[config.mk]
export PLATFORM = sky130hd
export DESIGN_NAME = mem_access_arbiter_flat
export DESIGN_NICKNAME = d
export VERILOG_FILES = /design/src/rtl/mem_access_arbiter_pkg.sv /design/src/rtl/mem_access_arbiter_if.sv /design/src/rtl/mem_access_arbiter_rr_pick2.sv /design/src/rtl/mem_access_arbiter.sv /design/src/flat_wrapper.sv
export SDC_FILE = /design/constraint.sdc
export NUM_CORES = 1
export LEC_CHECK = 0
export CAP_MARGIN = 10
export CORE_MARGIN = 3
export CORE_UTILIZATION = 41
export DETAILED_ROUTE_END_ITERATION = 10
export PLACE_DENSITY = 0.78
export SLEW_MARGIN = 20
export SYNTH_ARGS = -nofsm -noshare
export SYNTH_HDL_FRONTEND = slang
export SYNTH_SLANG_ARGS = --single-unit
[constraint.sdc]
create_clock -name clk -period 1.7 [get_ports clk]
set_input_delay 0.34 -clock clk [delete_from_list [all_inputs] [get_ports clk]]
set_output_delay 0.34 -clock clk [all_outputs]
set_load 0.02 [all_outputs]
[src/rtl/mem_access_arbiter_pkg.sv]
// Shared types and default widths for the memory access arbiter.
// Imported by the interface, the picker and the top level.
package mem_arb_pkg;

    localparam int unsigned ADDR_W_DEF = 13;
    localparam int unsigned DATA_W_DEF = 8;

    typedef enum logic [1:0] {
        StIdle,
        StAccess,
        StResp
    } state_e;

    typedef enum logic {
        ReqIf,
        ReqD
    } req_id_e;

endpackage

[src/rtl/mem_access_arbiter_if.sv]
// Bundle of requester handshakes and memory-side signals around the arbiter.
// slave = arbiter side, master = CPU requesters plus memory.
interface mem_arb_if #(
    parameter int unsigned ADDR_W = mem_arb_pkg::ADDR_W_DEF,
    parameter int unsigned DATA_W = mem_arb_pkg::DATA_W_DEF
);
    logic              if_req;
    logic [ADDR_W-1:0] if_addr;
    logic [DATA_W-1:0] if_rdata;
    logic              if_ack;
    logic              d_req;
    logic              d_we;
    logic [ADDR_W-1:0] d_addr;
    logic [DATA_W-1:0] d_wdata;
    logic [DATA_W-1:0] d_rdata;
    logic              d_ack;
    logic [ADDR_W-1:0] mem_address;
    logic [DATA_W-1:0] mem_write_data;
    logic              mem_read;
    logic              mem_writer;
    logic [DATA_W-1:0] mem_rdata;

    modport slave (
        input  if_req, if_addr, d_req, d_we, d_addr, d_wdata, mem_rdata,
        output if_rdata, if_ack, d_rdata, d_ack,
        output mem_address, mem_write_data, mem_read, mem_writer
    );

    modport master (
        output if_req, if_addr, d_req, d_we, d_addr, d_wdata, mem_rdata,
        input  if_rdata, if_ack, d_rdata, d_ack,
        input  mem_address, mem_write_data, mem_read, mem_writer
    );

endinterface

[src/rtl/mem_access_arbiter_rr_pick2.sv]
// Two-input picker: round-robin or data-first on conflict.
// last_grant moves only on a resolved conflict so lone grants do not skew fairness.
module rr_pick2
    import mem_arb_pkg::*;
#(
    parameter int unsigned FIXED_PRIO = 0
) (
    input  logic    clk,
    input  logic    rst,
    input  logic    i_req_if,
    input  logic    i_req_d,
    input  logic    i_update,
    output logic    o_valid,
    output req_id_e o_grant
);

    req_id_e r_last_grant;
    logic    w_conflict;

    always_comb begin
        w_conflict = i_req_if && i_req_d;
        o_valid    = i_req_if || i_req_d;
        o_grant    = ReqIf;
        if (w_conflict) begin
            if (FIXED_PRIO != 0) begin
                o_grant = ReqD;
            end else begin
                o_grant = (r_last_grant == ReqD) ? ReqIf : ReqD;
            end
        end else if (i_req_d) begin
            o_grant = ReqD;
        end
    end

    always_ff @(posedge clk) begin
        if (rst) begin
            r_last_grant <= ReqD;
        end else if (i_update && w_conflict && (FIXED_PRIO == 0)) begin
            r_last_grant <= o_grant;
        end
    end

endmodule

[src/rtl/mem_access_arbiter.sv]
// Sequences fetch and load/store traffic onto a single-port memory with a fixed
// access latency; one access in flight at a time, one-cycle ack per access.
module mem_access_arbiter
    import mem_arb_pkg::*;
#(
    parameter int unsigned ADDR_W     = ADDR_W_DEF,
    parameter int unsigned DATA_W     = DATA_W_DEF,
    parameter int unsigned MEM_LAT    = 2,
    parameter int unsigned FIXED_PRIO = 0
) (
    input logic      clk,
    input logic      rst,
    mem_arb_if.slave bus
);

    localparam logic [3:0] CNT_INIT = 4'(MEM_LAT - 1);

    state_e            r_state, w_state_nxt;
    logic [3:0]        r_cnt, w_cnt_nxt;
    req_id_e           r_id, w_id_nxt;
    logic [ADDR_W-1:0] r_addr, w_addr_nxt;
    logic              r_we, w_we_nxt;
    logic [DATA_W-1:0] r_wdata, w_wdata_nxt;
    logic [DATA_W-1:0] r_rdata, w_rdata_nxt;

    logic    w_valid;
    req_id_e w_grant;
    logic    w_idle, w_access, w_resp;
    logic    w_if_ack, w_d_ack;

    rr_pick2 #(
        .FIXED_PRIO (FIXED_PRIO)
    ) u_pick (
        .clk      (clk),
        .rst      (rst),
        .i_req_if (bus.if_req),
        .i_req_d  (bus.d_req),
        .i_update (w_idle),
        .o_valid  (w_valid),
        .o_grant  (w_grant)
    );

    always_ff @(posedge clk) begin
        if (rst) begin
            r_state <= StIdle;
            r_cnt   <= '0;
            r_id    <= ReqIf;
            r_addr  <= '0;
            r_we    <= 1'b0;
            r_wdata <= '0;
            r_rdata <= '0;
        end else begin
            r_state <= w_state_nxt;
            r_cnt   <= w_cnt_nxt;
            r_id    <= w_id_nxt;
            r_addr  <= w_addr_nxt;
            r_we    <= w_we_nxt;
            r_wdata <= w_wdata_nxt;
            r_rdata <= w_rdata_nxt;
        end
    end

    always_comb begin
        w_state_nxt = r_state;
        w_cnt_nxt   = r_cnt;
        w_id_nxt    = r_id;
        w_addr_nxt  = r_addr;
        w_we_nxt    = r_we;
        w_wdata_nxt = r_wdata;
        w_rdata_nxt = r_rdata;
        unique case (r_state)
            StIdle: begin
                if (w_valid) begin
                    w_id_nxt    = w_grant;
                    w_addr_nxt  = (w_grant == ReqD) ? bus.d_addr : bus.if_addr;
                    w_we_nxt    = (w_grant == ReqD) && bus.d_we;
                    w_wdata_nxt = (w_grant == ReqD) ? bus.d_wdata : '0;
                    w_cnt_nxt   = CNT_INIT;
                    w_state_nxt = StAccess;
                end
            end
            StAccess: begin
                if (r_cnt == 4'd0) begin
                    w_rdata_nxt = r_we ? '0 : bus.mem_rdata;
                    w_state_nxt = StResp;
                end else begin
                    w_cnt_nxt = r_cnt - 4'd1;
                end
            end
            StResp: begin
                w_state_nxt = StIdle;
            end
            default: begin
                w_state_nxt = StIdle;
            end
        endcase
    end

    always_comb begin
        w_idle   = (r_state == StIdle);
        w_access = (r_state == StAccess);
        w_resp   = (r_state == StResp);
        w_if_ack = w_resp && (r_id == ReqIf);
        w_d_ack  = w_resp && (r_id == ReqD);
    end

    // Write data is forced to 0 outside write strobes: the memory treats nonzero data as a write.
    assign bus.mem_address    = r_addr;
    assign bus.mem_read       = w_access && !r_we;
    assign bus.mem_writer     = w_access && r_we;
    assign bus.mem_write_data = (w_access && r_we) ? r_wdata : '0;
    assign bus.if_ack         = w_if_ack;
    assign bus.d_ack          = w_d_ack;
    assign bus.if_rdata       = w_if_ack ? r_rdata : '0;
    assign bus.d_rdata        = w_d_ack ? r_rdata : '0;

endmodule

[src/flat_wrapper.sv]
// flat-port wrapper written by rule: the top's interface ports become plain ports
module mem_access_arbiter_flat import mem_arb_pkg::*;
#(
    parameter int unsigned ADDR_W     = ADDR_W_DEF,
    parameter int unsigned DATA_W     = DATA_W_DEF,
    parameter int unsigned MEM_LAT    = 2,
    parameter int unsigned FIXED_PRIO = 0
)
  (clk, rst, bus_if_req, bus_if_addr, bus_d_req, bus_d_we, bus_d_addr, bus_d_wdata, bus_mem_rdata, bus_if_rdata, bus_if_ack, bus_d_rdata, bus_d_ack, bus_mem_address, bus_mem_write_data, bus_mem_read, bus_mem_writer);
  mem_arb_if #(.ADDR_W(ADDR_W), .DATA_W(DATA_W)) bus_i ();
  input logic clk;
  input logic rst;
  input wire logic [$bits(bus_i.if_req)-1:0] bus_if_req;
  input wire logic [$bits(bus_i.if_addr)-1:0] bus_if_addr;
  input wire logic [$bits(bus_i.d_req)-1:0] bus_d_req;
  input wire logic [$bits(bus_i.d_we)-1:0] bus_d_we;
  input wire logic [$bits(bus_i.d_addr)-1:0] bus_d_addr;
  input wire logic [$bits(bus_i.d_wdata)-1:0] bus_d_wdata;
  input wire logic [$bits(bus_i.mem_rdata)-1:0] bus_mem_rdata;
  output wire logic [$bits(bus_i.if_rdata)-1:0] bus_if_rdata;
  output wire logic [$bits(bus_i.if_ack)-1:0] bus_if_ack;
  output wire logic [$bits(bus_i.d_rdata)-1:0] bus_d_rdata;
  output wire logic [$bits(bus_i.d_ack)-1:0] bus_d_ack;
  output wire logic [$bits(bus_i.mem_address)-1:0] bus_mem_address;
  output wire logic [$bits(bus_i.mem_write_data)-1:0] bus_mem_write_data;
  output wire logic [$bits(bus_i.mem_read)-1:0] bus_mem_read;
  output wire logic [$bits(bus_i.mem_writer)-1:0] bus_mem_writer;
  assign bus_i.if_req = bus_if_req;
  assign bus_i.if_addr = bus_if_addr;
  assign bus_i.d_req = bus_d_req;
  assign bus_i.d_we = bus_d_we;
  assign bus_i.d_addr = bus_d_addr;
  assign bus_i.d_wdata = bus_d_wdata;
  assign bus_i.mem_rdata = bus_mem_rdata;
  assign bus_if_rdata = bus_i.if_rdata;
  assign bus_if_ack = bus_i.if_ack;
  assign bus_d_rdata = bus_i.d_rdata;
  assign bus_d_ack = bus_i.d_ack;
  assign bus_mem_address = bus_i.mem_address;
  assign bus_mem_write_data = bus_i.mem_write_data;
  assign bus_mem_read = bus_i.mem_read;
  assign bus_mem_writer = bus_i.mem_writer;
  mem_access_arbiter #(.ADDR_W(ADDR_W), .DATA_W(DATA_W), .MEM_LAT(MEM_LAT), .FIXED_PRIO(FIXED_PRIO)) u_core (.clk(clk), .rst(rst), .bus(bus_i));
endmodule
==> results of run 1 <==
[synthesized netlist by cell type (all sizes together) (3+ instances only)]
master / number
nand4: 9
nand2: 28
a21oi: 34
clkbuf: 9
buf: 13
and3: 8
a311oi: 13
dfxtp: 38
and2: 17
nand4b: 9
nor2: 6
o21ai: 19
nor3: 3
[repair_timing]
item,4_1_cts,5_1_grt
pin swaps,3,0
resized for setup,121,23
setup buffers,2,2
endpoints found under the setup margin,28,28
gates cloned,2,0
[through the flow]
stage               std cells  power [mW]   util  hold slack (ns)
global placement          366        1.86  0.687            0.454
CTS                       378        2.60  0.716            0.474
floorplan                 231        1.49      -            0.445
detailed placement        366        1.87  0.687            0.465
finish                    379        2.61  0.714            0.477
global route              379        2.74  0.714            0.511
[flip-flops by register name (all words and copies together) (netlist names)]
signal,count
u_core.r_we,1
u_core.u_pick.r_last_grant,1
u_core.r_state,2
u_core.r_id,1
u_core.bus.mem_address,13
u_core.r_rdata,8
u_core.r_wdata,8
u_core.r_cnt,4
[how the worst min path moves through the flow]
| stage | end | slack (ns) |
|---|---|---|
| 3_5_place_dp | u_core.r_wdata[4] | 0.47 |
| 3_3_place_gp | u_core.r_wdata[4] | 0.45 |
| 4_1_cts | u_core.r_wdata[0] | 0.47 |
| 5_1_grt | u_core.r_wdata[2] | 0.51 |
| 2_1_floorplan | u_core.r_wdata[1] | 0.44 |
| 6_report | u_core.r_wdata[0] | 0.48 |
[metal layers]
metal	routed length, microns	GRT usage
met5	0	0
met4	24	0.0443
met3	584	0.0780
met2	2530	0.345
met1	2350	0.247
[final cells by class]
cell class,count,area (sq um)
clock buffer,8,110
fill,363,1200
inverter,2,7.51
multi-input combinational,170,1050
sequential,38,771
tap,50,62.6
timing repair buffer,111,1000
[cells by family (layout without fill, tap and decap cells)]
logic type	count (synthesis)	count (layout)	synth area share
buffers and inverters	24	121	0.0606
AO/OA/AOI/OAI	73	73	0.235
flip-flops	38	38	0.405
AND/OR/NAND/NOR	94	95	0.286
adder cells (fa/ha/maj)	2	2	0.0133
[worst reg2reg max path: stages (launching register included)]
cell	delay, ns
dfxtp_1	0.31
inv_1	0.11
ha_1	0.18
or3b_4	0.42
buf_4	0.18
o21ai_0	0.18
a21oi_1	0.09
[power by group through the flow]
stage | Combinational (mW) | Clock, mW | Sequential, mW
after floorplan | 0.381 | 0 | 1.11
after global placement | 0.798 | 0 | 1.06
after detailed placement | 0.806 | 0 | 1.06
after CTS | 0.818 | 0.726 | 1.05
after global routing | 0.919 | 0.760 | 1.06
final | 0.842 | 0.712 | 1.05
==> impl_metrics.ini, run 1 <==
[timing]
tightest_slew_ns = 0.316
setup_viol = 1
fin_tns_setup_ns = -0.0136
relSlewSlack = 0.789
fin_worst_skew_ns = 0.00408
slew_violations = 0
min_period_ns = 1.71
max_freq_ghz = 0.584
period_share = 1.01
rsz0062_at_grt = yes
finalHoldViolations = 0
final.setup.worst_slack_ns = -0.0136

[floorplan]
ioPinCount = 88
die_w_microns = 73.7
die_area_sq_um = 5430
initial_core_util = 0.447
num_rows = 23
die_h_microns = 73.7
core_area_sq_um = 4200

[synth]
ys_seq_elements = 38
yosysWarningCount = 0
syn_inst = 231
synth_edf_count = 0
synthArstFlopShare = 0
synth.cell_area_sq_um = 1880
yosysTopAreaCell = dfxtp_1
syn_nets = 280
synthDistinctLibCells = 34
synth_top_cells_by_area = dfxtp_1, a21oi_1, a311oi_1, and2_1, nand2_1
yosysTopAreaCellShare = 0.405
seq_area_frac_synth = 0.405
synth_ff_type = dfxtp_1
avgSynthCellArea_sq_um = 8.13

[power]
power_leakage_nw = 1.25
max-vdd-ir-drop_mv = 0.593
p_per_area_nw_per_um2 = 869
switchingPower_mw = 0.790
p_int_mw = 1.82
seqPwrFrac = 0.404
pwr-share-clk = 0.273
p_comb_frac = 0.323
p_sw_frac = 0.303

[drt]
drc_errors = 0
vias = 2055
wire_per_inst_microns = 14.5
drt_wl_total_microns = 5500
drt_iter0_markers = 137
first_pass_iters = 4
vias_per_cell = 5.42
antenna_left = 0

[clocking]
ctsHoldBuffers = 0
cts_buffers = 5
cts_sinks = 38
cts_buffer_depth = 2
clkTransAtPathRegs_ns = 0.07
h-tree-depth = 2
cts_tree = done
cts-root-buf = clkbuf_8
insertion_delay_ns = 0.28

[final_layout]
fin_area_sq_um = 3000
final_cell_mix = clkdlybuf4s50_1, a21oi_1, dfxtp_1, nand2_1, buf_4
layout_commonest_cell = clkdlybuf4s50_1
area.growth.synth_to_final_pct = 59.7
diodes = 0
layout.nets = 377
drive_above_1_share = 0.234

[placed_design]
preCtsSetupSlack_ns = -0.217
place_hpwl_microns = 3800
io_buffers = 87
postPlaceCellArea_sq_um = 2890
place.gp.congestion = 0.745

[critical_path]
critPathKind = flop to output pin
crit_end = bus_if_rdata[0]
reg2reg_depth = 6
worstSetupPathDepth = 5
reg2reg_from = u_core.r_cnt[0]
crit_buf_inv = 3
crit_fanout = 8
crit_path_frequent_cell = buf_6
r2r_slack_ns = 0.13
crit_chain = nor3b_4 > buf_6 > buf_6 > and2_4 > buf_6
r2r-end = u_core.r_rdata[7]
cp-end-kind = output pin
arrival_ns = 1.37
crit_path_start = u_core.r_state[1]
path_delay_family = flip-flops
critical_path_required_ns = 1.36
slowest_stage = dfxtp_4
slowest_delay_ns = 0.39
cp-start-kind = flop

[outcome]
violations = setup timing
outcome = finished, violations left

[global_route]
antenna_found_initial = 0
grt_max_degree = 25
first_global_vias = 1910
grt_first_pass_wirelength_microns = 8730
grt_use_total = 0.205
grt_overflow = 0

[worst_hold_path]
hold_path_class = flop to flop
hold_depth = 2
min_from = u_core.r_wdata[0]

[flow_run]
maxCapViolations = 0
No activity file was read; power rests on OpenSTA's default activity.
==> inputs of run 2 (changes only) <==
- CELL_PAD_IN_SITES_DETAIL_PLACEMENT: not set -> 1
- CELL_PAD_IN_SITES_GLOBAL_PLACEMENT: not set -> 2
- CORE_UTILIZATION: 41 -> 22
==> run 2 against run 1 <==
The run now ends clean. Global-route usage down 6.5 points. Non-clock buffer count up 4. Register-to-register slack worse by 0.02 ns. Fmax up 2.6%. Die area up 78%. Via count up 2.0%. Setup slack better by 0.043 ns. Sequential power about the same. Clock skew up 0.0024 ns. First-iteration DRC count down 55%. Sequential cell count unchanged.
==> impl_metrics.ini, run 2 (same netlist as run 1, synthesis figures left out) <==
[outcome]
outcome = completed

[timing]
fin_worst_skew_ns = 0.00648
min_period_ns = 1.67
slew_violations = 0
max_freq_ghz = 0.599
tightest_slew_ns = 0.362
setup_viol = 0
period_share = 0.983
relSlewSlack = 0.758
finalHoldViolations = 0
rsz0062_at_grt = yes

[critical_path]
critPathKind = flop to output pin
path_delay_family = simple AND/OR/NAND/NOR gates
critical_path_required_ns = 1.36
slowest_stage = dfxtp_4
cp-end-kind = output pin
slowest_delay_ns = 0.37
crit_chain = buf_4 > and3b_2 > and2_1 > buf_2
crit_fanout = 5
r2r_slack_ns = 0.11
crit_buf_inv = 2
cp-start-kind = flop
arrival_ns = 1.33

[final_layout]
area.growth.synth_to_final_pct = 62.8
fin_area_sq_um = 3060
drive_above_1_share = 0.247
diodes = 0
seq_area_sq_um = 769
layout.nets = 381
largest_reg_flops = 13
layout_commonest_cell = clkdlybuf4s50_1
fin_cells = 437
fill_cells = 1007
final_cell_mix = clkdlybuf4s50_1, dfxtp_1, a21oi_1, buf_4, nand2_1
multiInputGateArea_sq_um = 1060

[drt]
vias = 2096
antenna_left = 0
drt_iter0_markers = 61
drc_errors = 0
vias_per_cell = 4.80
first_pass_iters = 4
wire_per_inst_microns = 15.7
drt_wl_total_microns = 6850

[clocking]
cts_buffers = 5
cts-root-buf = clkbuf_8
cts_tree = done
ctsHoldBuffers = 0
cts_buffer_depth = 2
insertion_delay_ns = 0.29
h-tree-depth = 2
clkTransAtPathRegs_ns = 0.08
cts_sinks = 38

[placed_design]
dpl.cell_count = 426
place.gp.congestion = 0.701
io_buffers = 87
place_hpwl_microns = 4950
postPlaceCellArea_sq_um = 2980

[global_route]
grt_max_degree = 15
grt_use_total = 0.140
antenna_found_initial = 0
grt_overflow = 0
first_global_vias = 2190
grt_first_pass_wirelength_microns = 11100

[floorplan]
core_area_sq_um = 8260
initial_core_util = 0.227
die_area_sq_um = 9680
die_w_microns = 98.4
ioPinCount = 88
num_rows = 33
die_h_microns = 98.4

[power]
p_per_area_nw_per_um2 = 820
max-vdd-ir-drop_mv = 0.260
power_leakage_nw = 1.25

[flow_run]
maxCapViolations = 0

[worst_hold_path]
hold_path_class = flop to flop
-- run 2: cell types whose count changed in the layout (fill, tap and decap cells not counted), moves of 2 or more --
cell      change
clkinv_2      +2
clkbuf_8      -3
buf_6         -2
buf_2         -2
buf_4        +12
-- run 2: worst register-to-register path, stage by stage, from the launching register on --
cell and delay (ns):
dfxtp_4 0.37, buf_4 0.15, nand2b_2 0.18, buf_4 0.19, or4_1 0.51, a21oi_1 0.13
-- run 2: final timing paths --
| path | start | end | cells after the start |
|---|---|---|---|
| max reg2reg | u_core.r_state[1] | u_core.r_cnt[3] | 5 |
| max | u_core.r_state[1] | bus_d_rdata[6] | 4 |
| min | u_core.r_wdata[3] | u_core.r_wdata[3] | 2 |
| min reg2reg | u_core.r_wdata[3] | u_core.r_wdata[3] | 2 |
-- run 2: final cells by class --
class / instances / share of cell area
multi-input cells: 170 / 0.345
repair buffers: 115 / 0.332
flip-flops and latches: 38 / 0.252
well taps: 105 / 0.0430
clock buffers: 5 / 0.0225
clock inverters: 2 / 0.00327
inverters: 2 / 0.00246
-- run 2: power by group --
group          total (mW)  switching (mW)  internal [mW]  leakage (nW)
Clock               0.590           0.315          0.275        0.0438
Combinational       0.862           0.449          0.412         0.888
Sequential           1.06          0.0687          0.987         0.314
Total                2.51           0.833           1.68          1.25
-- run 2: per-stage QoR --
stage               setup WS [ns]  setup TNS, ns  hold slack [ns]  total power [mW]   util
global route              -0.0198        -0.0863            0.498              2.67  0.370
CTS                       -0.0507         -0.254            0.478              2.53  0.367
global placement           -0.136          -3.90            0.457              1.89  0.361
detailed placement         -0.207          -5.35            0.467              1.91  0.361
floorplan                   0.183              0            0.445              1.49      -
finish                     0.0292              0            0.472              2.51  0.370
-- run 2: routing by layer --
layer  global-route usage  wire length (microns)  up-vias  share of wire
met5                    0                      0        -              0
li1                     -                      -     1048              -
met1                0.178                   3130      972           0.46
met3               0.0414                    507        6          0.074
met2                0.238                   3170       70           0.46
met4               0.0252                     45        0         0.0066
-- run 2: timing repair --
item,CTS,global route
endpoints found under the setup margin,28,34
gates cloned,2,0
buffers inserted,2,1
pin swaps,1,1
resized for setup,116,35
==> inputs of run 3 (changes only) <==
- PLACE_DENSITY: 0.78 -> not set
- PLACE_DENSITY_LB_ADDON: not set -> 0.05
- SETUP_SLACK_MARGIN: not set -> 0.1
==> run 3 against run 2 <==
Fmax is 0.82% lower. Register-to-register slack better by 0.08 ns. Clock power is 3.9% higher. Highest routed layer unchanged. Wire length is 1.9% higher. Largest power group unchanged. Cell area is 8.6% higher. Sequential power hardly changed. Setup slack worse by 0.014 ns.
==> impl_metrics.ini, run 3 (same netlist as run 1, synthesis figures left out) <==
[outcome]
outcome = completed

[drt]
wire_per_inst_microns = 15.9
antenna_left = 0
drc_errors = 0
drt_iter0_markers = 56
vias_per_cell = 4.79
first_pass_iters = 3
vias = 2102
drt_wl_total_microns = 6980

[timing]
max_freq_ghz = 0.594
final.setup.worst_slack_ns = 0.0154
relSlewSlack = 0.686
slew_violations = 0
period_share = 0.991
fin_tns_setup_ns = 0
rsz0062_at_grt = yes
fin_worst_skew_ns = 0.00524
tightest_slew_ns = 0.471
min_period_ns = 1.68
setup_viol = 0
finalHoldViolations = 0

[power]
finalPower_mw = 2.60
max-vdd-ir-drop_mv = 0.303
p_per_area_nw_per_um2 = 782
power_leakage_nw = 1.41

[critical_path]
critPathKind = flop to output pin
crit_chain = nor3b_4 > buf_4 > and2_4 > buf_6
arrival_ns = 1.34
path_delay_family = flip-flops
slowest_stage = dfxtp_4
critical_path_required_ns = 1.36
crit_buf_inv = 2
slowest_delay_ns = 0.39
cp-end-kind = output pin
crit_fanout = 5
cp-start-kind = flop

[clocking]
cts_buffers = 5
cts-root-buf = clkbuf_8
clkTransAtPathRegs_ns = 0.08
cts_tree = done
insertion_delay_ns = 0.29
ctsHoldBuffers = 0
h-tree-depth = 2
cts_sinks = 38
cts_buffer_depth = 2

[final_layout]
seq_area_sq_um = 771
fin_area_sq_um = 3320
drive_above_1_share = 0.323
multiInputGateArea_sq_um = 1140
area.growth.synth_to_final_pct = 76.7
diodes = 0
largest_reg_flops = 13
layout.nets = 383
final_cell_mix = clkdlybuf4s50_1, a21oi_1, dfxtp_1, buf_6, nand2_1
fin_cells = 439
layout_commonest_cell = clkdlybuf4s50_1
fill_cells = 958

[placed_design]
preCtsSetupSlack_ns = -0.197
postPlaceCellArea_sq_um = 2970
place_hpwl_microns = 4710
place.gp.congestion = 0.705
dpl.cell_count = 424
io_buffers = 87

[floorplan]
die_w_microns = 98.4
ioPinCount = 88
die_area_sq_um = 9680
die_h_microns = 98.4
initial_core_util = 0.227
core_area_sq_um = 8260
num_rows = 33

[global_route]
grt_overflow = 0
antenna_found_initial = 0
grt_first_pass_wirelength_microns = 11000
grt_max_degree = 24
first_global_vias = 2147
grt_use_total = 0.140

[worst_hold_path]
hold_path_class = flop to flop

[flow_run]
maxCapViolations = 0
[run 3: final timing paths]
check	slack [ns]	depth (start not counted)	to	start
setup / recovery	0.02	4	bus_if_rdata[2]	u_core.r_state[1]
hold / removal	0.48	2	u_core.r_wdata[1]	u_core.r_wdata[1]
setup reg to reg	0.19	5	u_core.u_pick.r_last_grant	u_core.r_state[0]
hold reg to reg	0.48	2	u_core.r_wdata[1]	u_core.r_wdata[1]
[run 3: power breakdown]
part           total (mW)  internal [mW]  switching (mW)
clock               0.613          0.276           0.337
sequential           1.06          0.987          0.0704
combinational       0.924          0.458           0.466
[run 3: what timing repair did]
item / in CTS / in global routing
setup buffers: 2 / 4
pin swaps: 11 / 10
gates resized for setup: 200 / 25
cloned: 2 / 0
setup endpoints to repair: 44 / 49
[run 3: area by class of cell]
type / count / share of cell area
repair buffers: 117 / 0.359
clock buffers: 5 / 0.0207
inverters: 2 / 0.00226
well taps: 105 / 0.0396
flip-flops and latches: 38 / 0.232
multi-input cells: 170 / 0.343
clock inverters: 2 / 0.00302
[run 3: metal layers]
layer,global-route usage,up-vias,share of wire
met5,0,-,0
met4,0.0347,0,0.0073
met3,0.0343,4,0.053
met2,0.241,61,0.49
met1,0.176,986,0.45
li1,-,1051,-
[run 3: metrics by stage]
| stage | hold slack, ns | util |
|---|---|---|
| after detailed placement | 0.464 | 0.360 |
| after global placement | 0.456 | 0.360 |
| after floorplan | 0.445 | - |
| after global routing | 0.507 | 0.402 |
| after CTS | 0.484 | 0.389 |
| final | 0.481 | 0.402 |
[run 3: worst reg2reg max path: stages, from the launching register on]
cell     delay, ns
dfxtp_4       0.37
buf_4         0.15
buf_4         0.14
or2_4         0.27
o21ai_1       0.13
or3b_1        0.34
